File: src/rtl/ddr_cmd_sequencer.sv
// Single-bank DDR command initiator: ACT -> RD/WR -> PR with closed-page policy and periodic REF.
// Define DDR_AUTO_PRECHARGE_EN to issue RDA/WRA and drop the explicit PR pulse.
module ddr_cmd_sequencer #(
    parameter int BGWIDTH  = 2,
    parameter int BAWIDTH  = 2,
    parameter int ROWWIDTH = 16,
    parameter int BL       = 8,
    parameter int T_RCD    = 17,
    parameter int T_WR     = 14,
    parameter int T_RP     = 17,
    parameter int T_RFC    = 34,
    parameter int T_REFI   = 9360
) (
    input  logic                clk,
    input  logic                reset_n,
    input  logic                req_valid,
    output logic                req_ready,
    input  logic                req_write,
    input  logic [BGWIDTH-1:0]  req_bg,
    input  logic [BAWIDTH-1:0]  req_ba,
    input  logic [ROWWIDTH-1:0] req_row,
    output logic [18:0]         commands,
    output logic [BGWIDTH-1:0]  bg,
    output logic [BAWIDTH-1:0]  ba,
    output logic [ROWWIDTH-1:0] row,
    output logic [4:0]          seq_state,
    output logic                ref_pending
);

    localparam int TMAX_A = (BL > T_RCD) ? BL : T_RCD;
    localparam int TMAX_B = (T_WR > T_RP) ? T_WR : T_RP;
    localparam int TMAX_C = (TMAX_A > TMAX_B) ? TMAX_A : TMAX_B;
    localparam int TMAX   = (TMAX_C > T_RFC) ? TMAX_C : T_RFC;
    localparam int CW     = ($clog2(TMAX) < 1) ? 1 : $clog2(TMAX);
    localparam int RW     = ($clog2(T_REFI) < 1) ? 1 : $clog2(T_REFI);

    localparam int B_ACT = 18;
    localparam int B_PR  = 7;
    localparam int B_RD  = 5;
    localparam int B_RDA = 4;
    localparam int B_REF = 3;
    localparam int B_WR  = 1;
    localparam int B_WRA = 0;

    typedef enum logic [4:0] {
        S_IDLE       = 5'h00,
        S_ACTIVATING = 5'h01,
        S_READING    = 5'h0b,
        S_READING_AP = 5'h0c,
        S_WRITING    = 5'h12,
        S_WRITING_AP = 5'h13,
        S_PRECHARGE  = 5'h0a,
        S_REFRESHING = 5'h0d
    } state_t;

`ifdef DDR_AUTO_PRECHARGE_EN
    localparam state_t S_RBURST = S_READING_AP;
    localparam state_t S_WBURST = S_WRITING_AP;
    localparam int     B_COLRD  = B_RDA;
    localparam int     B_COLWR  = B_WRA;
    localparam bit     PR_PULSE = 1'b0;
`else
    localparam state_t S_RBURST = S_READING;
    localparam state_t S_WBURST = S_WRITING;
    localparam int     B_COLRD  = B_RD;
    localparam int     B_COLWR  = B_WR;
    localparam bit     PR_PULSE = 1'b1;
`endif

    state_t                state_q, state_d;
    logic [CW-1:0]         cnt_q, cnt_d;
    logic [RW-1:0]         refcnt_q, refcnt_d;
    logic                  ref_pending_q, ref_pending_d;
    logic                  req_ready_q, req_ready_d;
    logic                  write_q, write_d;
    logic [18:0]           commands_q, commands_d;
    logic [BGWIDTH-1:0]    bg_q, bg_d;
    logic [BAWIDTH-1:0]    ba_q, ba_d;
    logic [ROWWIDTH-1:0]   row_q, row_d;

    always_comb begin
        state_d       = state_q;
        cnt_d         = cnt_q;
        write_d       = write_q;
        commands_d    = '0;
        bg_d          = bg_q;
        ba_d          = ba_q;
        row_d         = row_q;
        ref_pending_d = ref_pending_q;
        refcnt_d      = (refcnt_q == '0) ? RW'(T_REFI - 1) : refcnt_q - 1'b1;

        unique case (state_q)
            S_IDLE: begin
                if (ref_pending_q) begin
                    state_d              = S_REFRESHING;
                    cnt_d                = CW'(T_RFC - 1);
                    commands_d[B_REF]    = 1'b1;
                    bg_d                 = '0;
                    ba_d                 = '0;
                    ref_pending_d        = 1'b0;
                end else if (req_valid && req_ready_q) begin
                    state_d              = S_ACTIVATING;
                    cnt_d                = CW'(T_RCD - 1);
                    commands_d[B_ACT]    = 1'b1;
                    write_d              = req_write;
                    bg_d                 = req_bg;
                    ba_d                 = req_ba;
                    row_d                = req_row;
                end
            end
            S_ACTIVATING: begin
                // Column command goes out at tRCD expiry, so the open-row code is never held.
                if (cnt_q == '0) begin
                    if (write_q) begin
                        state_d             = S_WBURST;
                        cnt_d               = CW'(T_WR - 1);
                        commands_d[B_COLWR] = 1'b1;
                    end else begin
                        state_d             = S_RBURST;
                        cnt_d               = CW'(BL - 1);
                        commands_d[B_COLRD] = 1'b1;
                    end
                end else begin
                    cnt_d = cnt_q - 1'b1;
                end
            end
            S_RBURST, S_WBURST: begin
                if (cnt_q == '0) begin
                    state_d          = S_PRECHARGE;
                    cnt_d            = CW'(T_RP - 1);
                    commands_d[B_PR] = PR_PULSE;
                end else begin
                    cnt_d = cnt_q - 1'b1;
                end
            end
            S_PRECHARGE, S_REFRESHING: begin
                if (cnt_q == '0) state_d = S_IDLE;
                else             cnt_d   = cnt_q - 1'b1;
            end
            default: state_d = S_IDLE;
        endcase

        // An expiry on the same edge as REF re-arms the request rather than being lost.
        if (refcnt_q == '0) ref_pending_d = 1'b1;

        req_ready_d = (state_d == S_IDLE) && !ref_pending_d;
    end

    always_ff @(posedge clk or negedge reset_n) begin
        if (!reset_n) begin
            state_q       <= S_IDLE;
            cnt_q         <= '0;
            refcnt_q      <= RW'(T_REFI - 1);
            ref_pending_q <= 1'b0;
            req_ready_q   <= 1'b0;
            write_q       <= 1'b0;
            commands_q    <= '0;
            bg_q          <= '0;
            ba_q          <= '0;
            row_q         <= '0;
        end else begin
            state_q       <= state_d;
            cnt_q         <= cnt_d;
            refcnt_q      <= refcnt_d;
            ref_pending_q <= ref_pending_d;
            req_ready_q   <= req_ready_d;
            write_q       <= write_d;
            commands_q    <= commands_d;
            bg_q          <= bg_d;
            ba_q          <= ba_d;
            row_q         <= row_d;
        end
    end

    assign req_ready   = req_ready_q;
    assign ref_pending = ref_pending_q;
    assign commands    = commands_q;
    assign bg          = bg_q;
    assign ba          = ba_q;
    assign row         = row_q;
    assign seq_state   = state_q;

endmodule

File: config.mk
export PLATFORM = sky130hd
export DESIGN_NAME = ddr_cmd_sequencer
export DESIGN_NICKNAME = d
export VERILOG_FILES = /design/src/rtl/ddr_cmd_sequencer.sv
export SDC_FILE = /design/constraint.sdc
export NUM_CORES = 1
export LEC_CHECK = 0
export CAP_MARGIN = 10
export CORE_MARGIN = 5
export CORE_UTILIZATION = 49
export DETAILED_ROUTE_END_ITERATION = 6
export PLACE_DENSITY_LB_ADDON = 0.3
export SETUP_SLACK_MARGIN = 0.05
export SYNTH_ARGS = -nofsm -noshare
export SYNTH_HDL_FRONTEND = slang
export SYNTH_SLANG_ARGS = --single-unit
File: constraint.sdc
create_clock -name clk -period 2.8 [get_ports clk]
set_clock_uncertainty 0.2 [all_clocks]
set_input_delay 0.56 -clock clk [delete_from_list [all_inputs] [get_ports clk]]
set_output_delay 0.56 -clock clk [all_outputs]
set_load 0.03 [all_outputs]
=== After elaboration in Yosys (flattened, before gate mapping) ===
Index checks and enable logic that the tools add are counted.
Widths: inputs -> output; s select.

* Bits in registers: 53
* Output and inout bits: 46
* Word-level logic and storage cells: 68

* Add/sub/neg operators: 2
* Equal/unequal tests: 7
* Mux-type cells: 34
* Bitwise gates (word level): 1
* Reductions and logical operators: 14

{| class="wikitable"
|+ Operators by type and width
! cell !! number
|-
| $mux 5 || 6
|-
| $mux 6 || 5
|-
| $pmux 6 s4 || 1
|-
| $pmux 5 s4 || 1
|-
| $eq 5x4->1 const B || 3
|-
| $mux 1 || 15
|-
| $logic_not 14->1 || 1
|-
| $mux 14 || 1
|-
| $sub 14x1->14 const B || 1
|-
| $logic_not 5->1 || 2
|-
| $mux 2 || 4
|-
| $logic_not 6->1 || 1
|-
| $reduce_and 3->1 || 2
|-
| $sub 6x1->6 const B || 1
|-
| $eq 5x1->1 const B || 1
|-
| $eq 5x5->1 const B || 1
|-
| $mux 4 || 1
|-
| $reduce_bool 4->1 || 1
|-
| $reduce_or 2->1 || 2
|-
| $ne 3x3->1 const B || 1
|-
| $logic_and 1x1->1 || 2
|-
| $ne 2x2->1 const B || 1
|-
| $reduce_and 2->1 || 1
|-
| $reduce_bool 2->1 || 1
|-
| 2 further kinds || 2
|}

=== Longest topological paths before layout ===
* Depth after elaboration: 6
* Gate-level depth with buffers: 8

=== Least setup slack after synthesis ===
Ideal clock, no wire load.

* Path kind: flip-flop to flip-flop
* From: reg state_q[2], in the netlist seq_state[2]
* To: reg row_q[10], in the netlist row[10]
* Data arrival time: 2.126 ns
* Required time: 2.475 ns
* Setup slack: 0.349 ns
* Cell stages (with the launch flop): 9
* Path through: dfrtp_1 buf_2 or2_1 or4_1 buf_6 nor2_8 nand2_4 buf_6 mux2_4

* Longest elaborated chain between the ends: 2

{| class="wikitable"
|+ RTL lines
! element !! RTL line !! source
|-
| start: declaration || 70 || <nowiki>state_t state_q, state_d;</nowiki>
|-
| start signal: assignment || 162 || <nowiki>state_q <= state_d;</nowiki>
|-
| $logic_not 5->1 || 92 || <nowiki>unique case (state_q)</nowiki>
|-
| $reduce_and 3->1 (no source line) || -- ||
|-
| end signal: assignment || 171 || <nowiki>row_q <= row_d;</nowiki>
|-
| end: declaration || 79 || <nowiki>logic [ROWWIDTH-1:0] row_q, row_d;</nowiki>
|}

No other way between the ends.
A chain may end at the register's enable or synchronous reset.

=== Final worst setup path ===
* From: reg cnt_q[0]
* To: reg cnt_q[5]

* Longest elaborated chain between the ends: 3
* Elaborated cells on any way between the ends: 8
* Those cells by class: add/sub: 1; eq/ne: 1; mux: 4; reduce/logical: 2

{| class="wikitable"
|+ RTL lines
! element !! RTL line !! source
|-
| start: declaration || 71 || <nowiki>logic [CW-1:0] cnt_q, cnt_d;</nowiki>
|-
| start signal: assignment || 163 || <nowiki>cnt_q <= cnt_d;</nowiki>
|-
| $sub 6x1->6 / $logic_not 6->1 (equally long branches) || -- ||
|-
| $mux 6 (tied with other cells) || 137 || <nowiki>if (cnt_q == '0) state_d = S_IDLE;</nowiki>
|-
| $pmux 6 s4 / $reduce_and 3->1 (equally long branches) || -- ||
|}

Parallel ways exist; a longest one is shown, timed or not. The select of a mux whose other input is x is not followed.

==> impl_metrics.py <==
metrics = {
    "clock_network": {
        "cts_sinks": 53,
        "clk_pin_slew_ns": 0.09,
        "clockBufferDepth": 2,
        "numCtsBuffers": 5,
        "post_cts_resized": 0,
        "clk-insertion-delay-late_ns": 0.30,
        "clockRootBuffer": "clkbuf_8",
        "htreeDepth": 2,
        "cts_tree": "done",
        "hold_buffers": 0,
        "post_cts_buffers": 0,
    },
    "sta": {
        "tns_ns": 0,
        "drv_slew": 0,
        "finalWorstSetupSlack_ns": 0.2168,
        "tightest_slew_ns": 0.6720,
        "rsz0062_at_grt": "false",
        "hold_viol": 0,
        "min_period_over_period_pct": 92.26,
        "relSlewSlack_pct": 54.57,
        "max_freq_mhz": 387.1,
        "setup_viol": 0,
        "fin_crit_ns": 2.583,
    },
    "synthesis": {
        "synth_cell_types": 55,
        "synthTopCellsByArea": "dfrtp_1, dfstp_2, mux2_4",
        "ys_ff_latch": 53,
        "syn_inst": 241,
        "synth_top_cell_by_area": "dfrtp_1",
        "async_flop_share_pct": 100.0,
        "synth_top_area_share_pct": 41.88,
        "syn_area_mm2": 0.002749,
        "synth-edff-count": 0,
        "seq_area_frac_synth_pct": 48.57,
        "synth_top_flop_cell": "dfrtp_1",
        "syn_area_per_cell_um2": 11.41,
        "synth_warnings": 0,
    },
    "worst_setup_path": {
        "path_class": "register to register",
        "cp.arrival_ns": 2.57,
        "crit_fanout": 6,
        "r2r-end": "cnt_q[5]$_DFFE_PN0P_",
        "r2r-start": "cnt_q[0]$_DFFE_PN0P_",
        "cp-startpoint": "cnt_q[0]$_DFFE_PN0P_",
        "rr_worst_depth": 7,
        "end_kind": "register",
        "crit_required_ns": 2.79,
        "rrSetupSlack_ns": 0.22,
        "crit_end": "cnt_q[5]$_DFFE_PN0P_",
        "worstSetupStartpointType": "register",
    },
    "finish": {
        "final_core_util_pct": 61.80,
        "final_nets": 325,
        "area_growth_pct": 23.03,
        "n_fill_cell": 452,
        "antenna_cells": 0,
        "drive_gt1_share_pct": 18.39,
        "design_area_mm2": 0.003382,
    },
    "worst_hold_path": {
        "hold_class": "input port to async pin",
    },
    "global_routing": {
        "grt_pass1_vias": 1953,
        "gr-total-overflow": 0,
        "grt_start_max_net_pins": 54,
        "antenna_found_initial": 0,
        "grt_pass1_wl_um": 9397,
        "grt_usage_pct": 16.41,
    },
    "routing": {
        "drt_iter0_markers": 91,
        "drt-vias-per-instance": 5.420,
        "firstDrtPassIters": 4,
        "met1_length_um": 2480,
        "wl_per_cell_um": 15.77,
        "met2_wirelength_um": 2865,
        "drc": 0,
        "totalWireLength_um": 5850,
        "dr.max_layer_used": "met4",
        "antenna_left": 0,
        "vias": 2011,
        "wl_met3_um": 426,
    },
    "floorplanning": {
        "die_w_um": 84.90,
        "core_mm2": 0.005473,
        "dieArea_mm2": 0.007208,
        "die_height_um": 84.90,
        "pin_count": 70,
        "start_util_pct": 50.23,
        "rows": 27,
    },
    "power_and_ir_drop": {
        "cellPowerDensity_mw_per_mm2": 369.1,
        "finalPower_mw": 1.248,
        "leakage_nw": 1.565,
        "vdd.ir_drop.worst_mv": 0.3405,
    },
    "place": {
        "pre_cts_slack_ns": 0.1678,
        "place_congestion": 0.8717,
        "hpwl_um": 4340,
        "portBuffers": 55,
        "postPlaceCellArea_mm2": 0.003299,
    },
    "flow_run": {
        "maxCapViolCount": 0,
    },
    "status": {
        "status": "finished clean",
    },
}
kinds of logic (layout without fill, tap and decap cells):
kind of cell | count (synthesis) | after routing | share of synthesized area, %
compound gates | 40 | 40 | 10.51
xor+xnor | 12 | 12 | 3.823
fa+ha+maj | 3 | 3 | 1.366
buf+inv | 34 | 79 | 7.601
flops | 53 | 53 | 48.57
mux | 21 | 21 | 9.832
other cells | 1 | 14 | 0.1364
simple gates | 77 | 77 | 18.16
critical path: stages (launching register included):
cell      delay [ns]
dfrtp_1         0.42
inv_1           0.11
ha_1            0.16
nor2b_1         0.26
a221oi_2        0.11
o32a_4          0.40
nor4_4          0.41
mux2_2          0.39
routing by layer:
layer,vias up,global-route usage (%)
met5,-,0
met3,6,4.951
met4,0,6.475
met1,997,20.56
li1,939,-
met2,69,26.62
cells in the final DEF (no fill, tap or decap), drive strengths merged, types with 2 or more instances in the layout:
master         count
clkinv             2
o21ai             10
xor2               8
nand3b             3
clkdlybuf4s50     54
and2               2
or4                3
clkbuf             6
or2                2
buf                5
a211o              3
dfrtp             46
nor3b              3
inv               12
xnor2              4
a31oi              2
nor3              11
nor2b              2
a21o               2
dfstp              7
mux2              21
or3                2
nor4               5
nand2             17
nand2b             3
or3b               2
conb              14
a21oi              8
ha                 3
and3               2
a22oi              5
nand3              4
nor2              13
how the worst min path moves through the flow:
stage / slack [ns] / start / cells after the start / to
2_1_floorplan: 0.06 / reset_n / 0 / ba[0]$_DFFE_PN0P_
3_3_place_gp: 0.28 / refcnt_q[0]$_DFF_PN1_ / 1 / refcnt_q[0]$_DFF_PN1_
3_5_place_dp: 0.28 / refcnt_q[0]$_DFF_PN1_ / 1 / refcnt_q[0]$_DFF_PN1_
4_1_cts: 0.19 / reset_n / 2 / seq_state[1]$_DFF_PN0_
5_1_grt: 0.23 / reset_n / 2 / seq_state[1]$_DFF_PN0_
6_report: 0.16 / reset_n / 2 / seq_state[1]$_DFF_PN0_
state kept, by name, indices dropped and copies added, names as in the netlist:
signal and count:
ba 2, bg 2, cnt_q 6, commands 5
ref_pending 1, refcnt_q 14, req_ready 1, row 16
seq_state 5, write_q 1
power breakdown:
group          switching, mW  internal, mW  leakage (nW)  total (mW)
sequential                 0         0.765         0.675       0.765
clock                  0.237         0.174        0.0450       0.411
combinational         0.0435        0.0283         0.846      0.0718
total                  0.281         0.967          1.57        1.25
synthesized netlist by cell type (4+ instances only):
library cell / instances
a22oi_1: 5
mux2_4: 9
nor3_1: 9
buf_2: 5
mux2_2: 12
a21oi_1: 8
dfrtp_1: 46
inv_1: 12
nand3_1: 4
buf_4: 14
nand2_1: 16
nor2_1: 12
o21ai_0: 9
xnor2_1: 4
xor2_1: 8
dfstp_2: 7
area by class of cell:
cell class / count / area [um^2] / area share, %
flip-flops and latches: 53 / 1335 / 39.47
multi-input cells: 167 / 1254 / 37.07
well taps: 72 / 90.09 / 2.664
clock buffers: 6 / 72.57 / 2.146
inverters: 12 / 45.04 / 1.332
repair buffers: 59 / 575.6 / 17.02
clock inverters: 2 / 10.01 / 0.2960
stage by stage:
step                      std cells  hold slack [ns]
after CTS                       371           0.1904
final                           371           0.1644
after detailed placement        363           0.2791
after floorplan                 254          0.06441
after global placement          363           0.2759
after global routing            371           0.2253
Power figures use the tool's default switching activity.
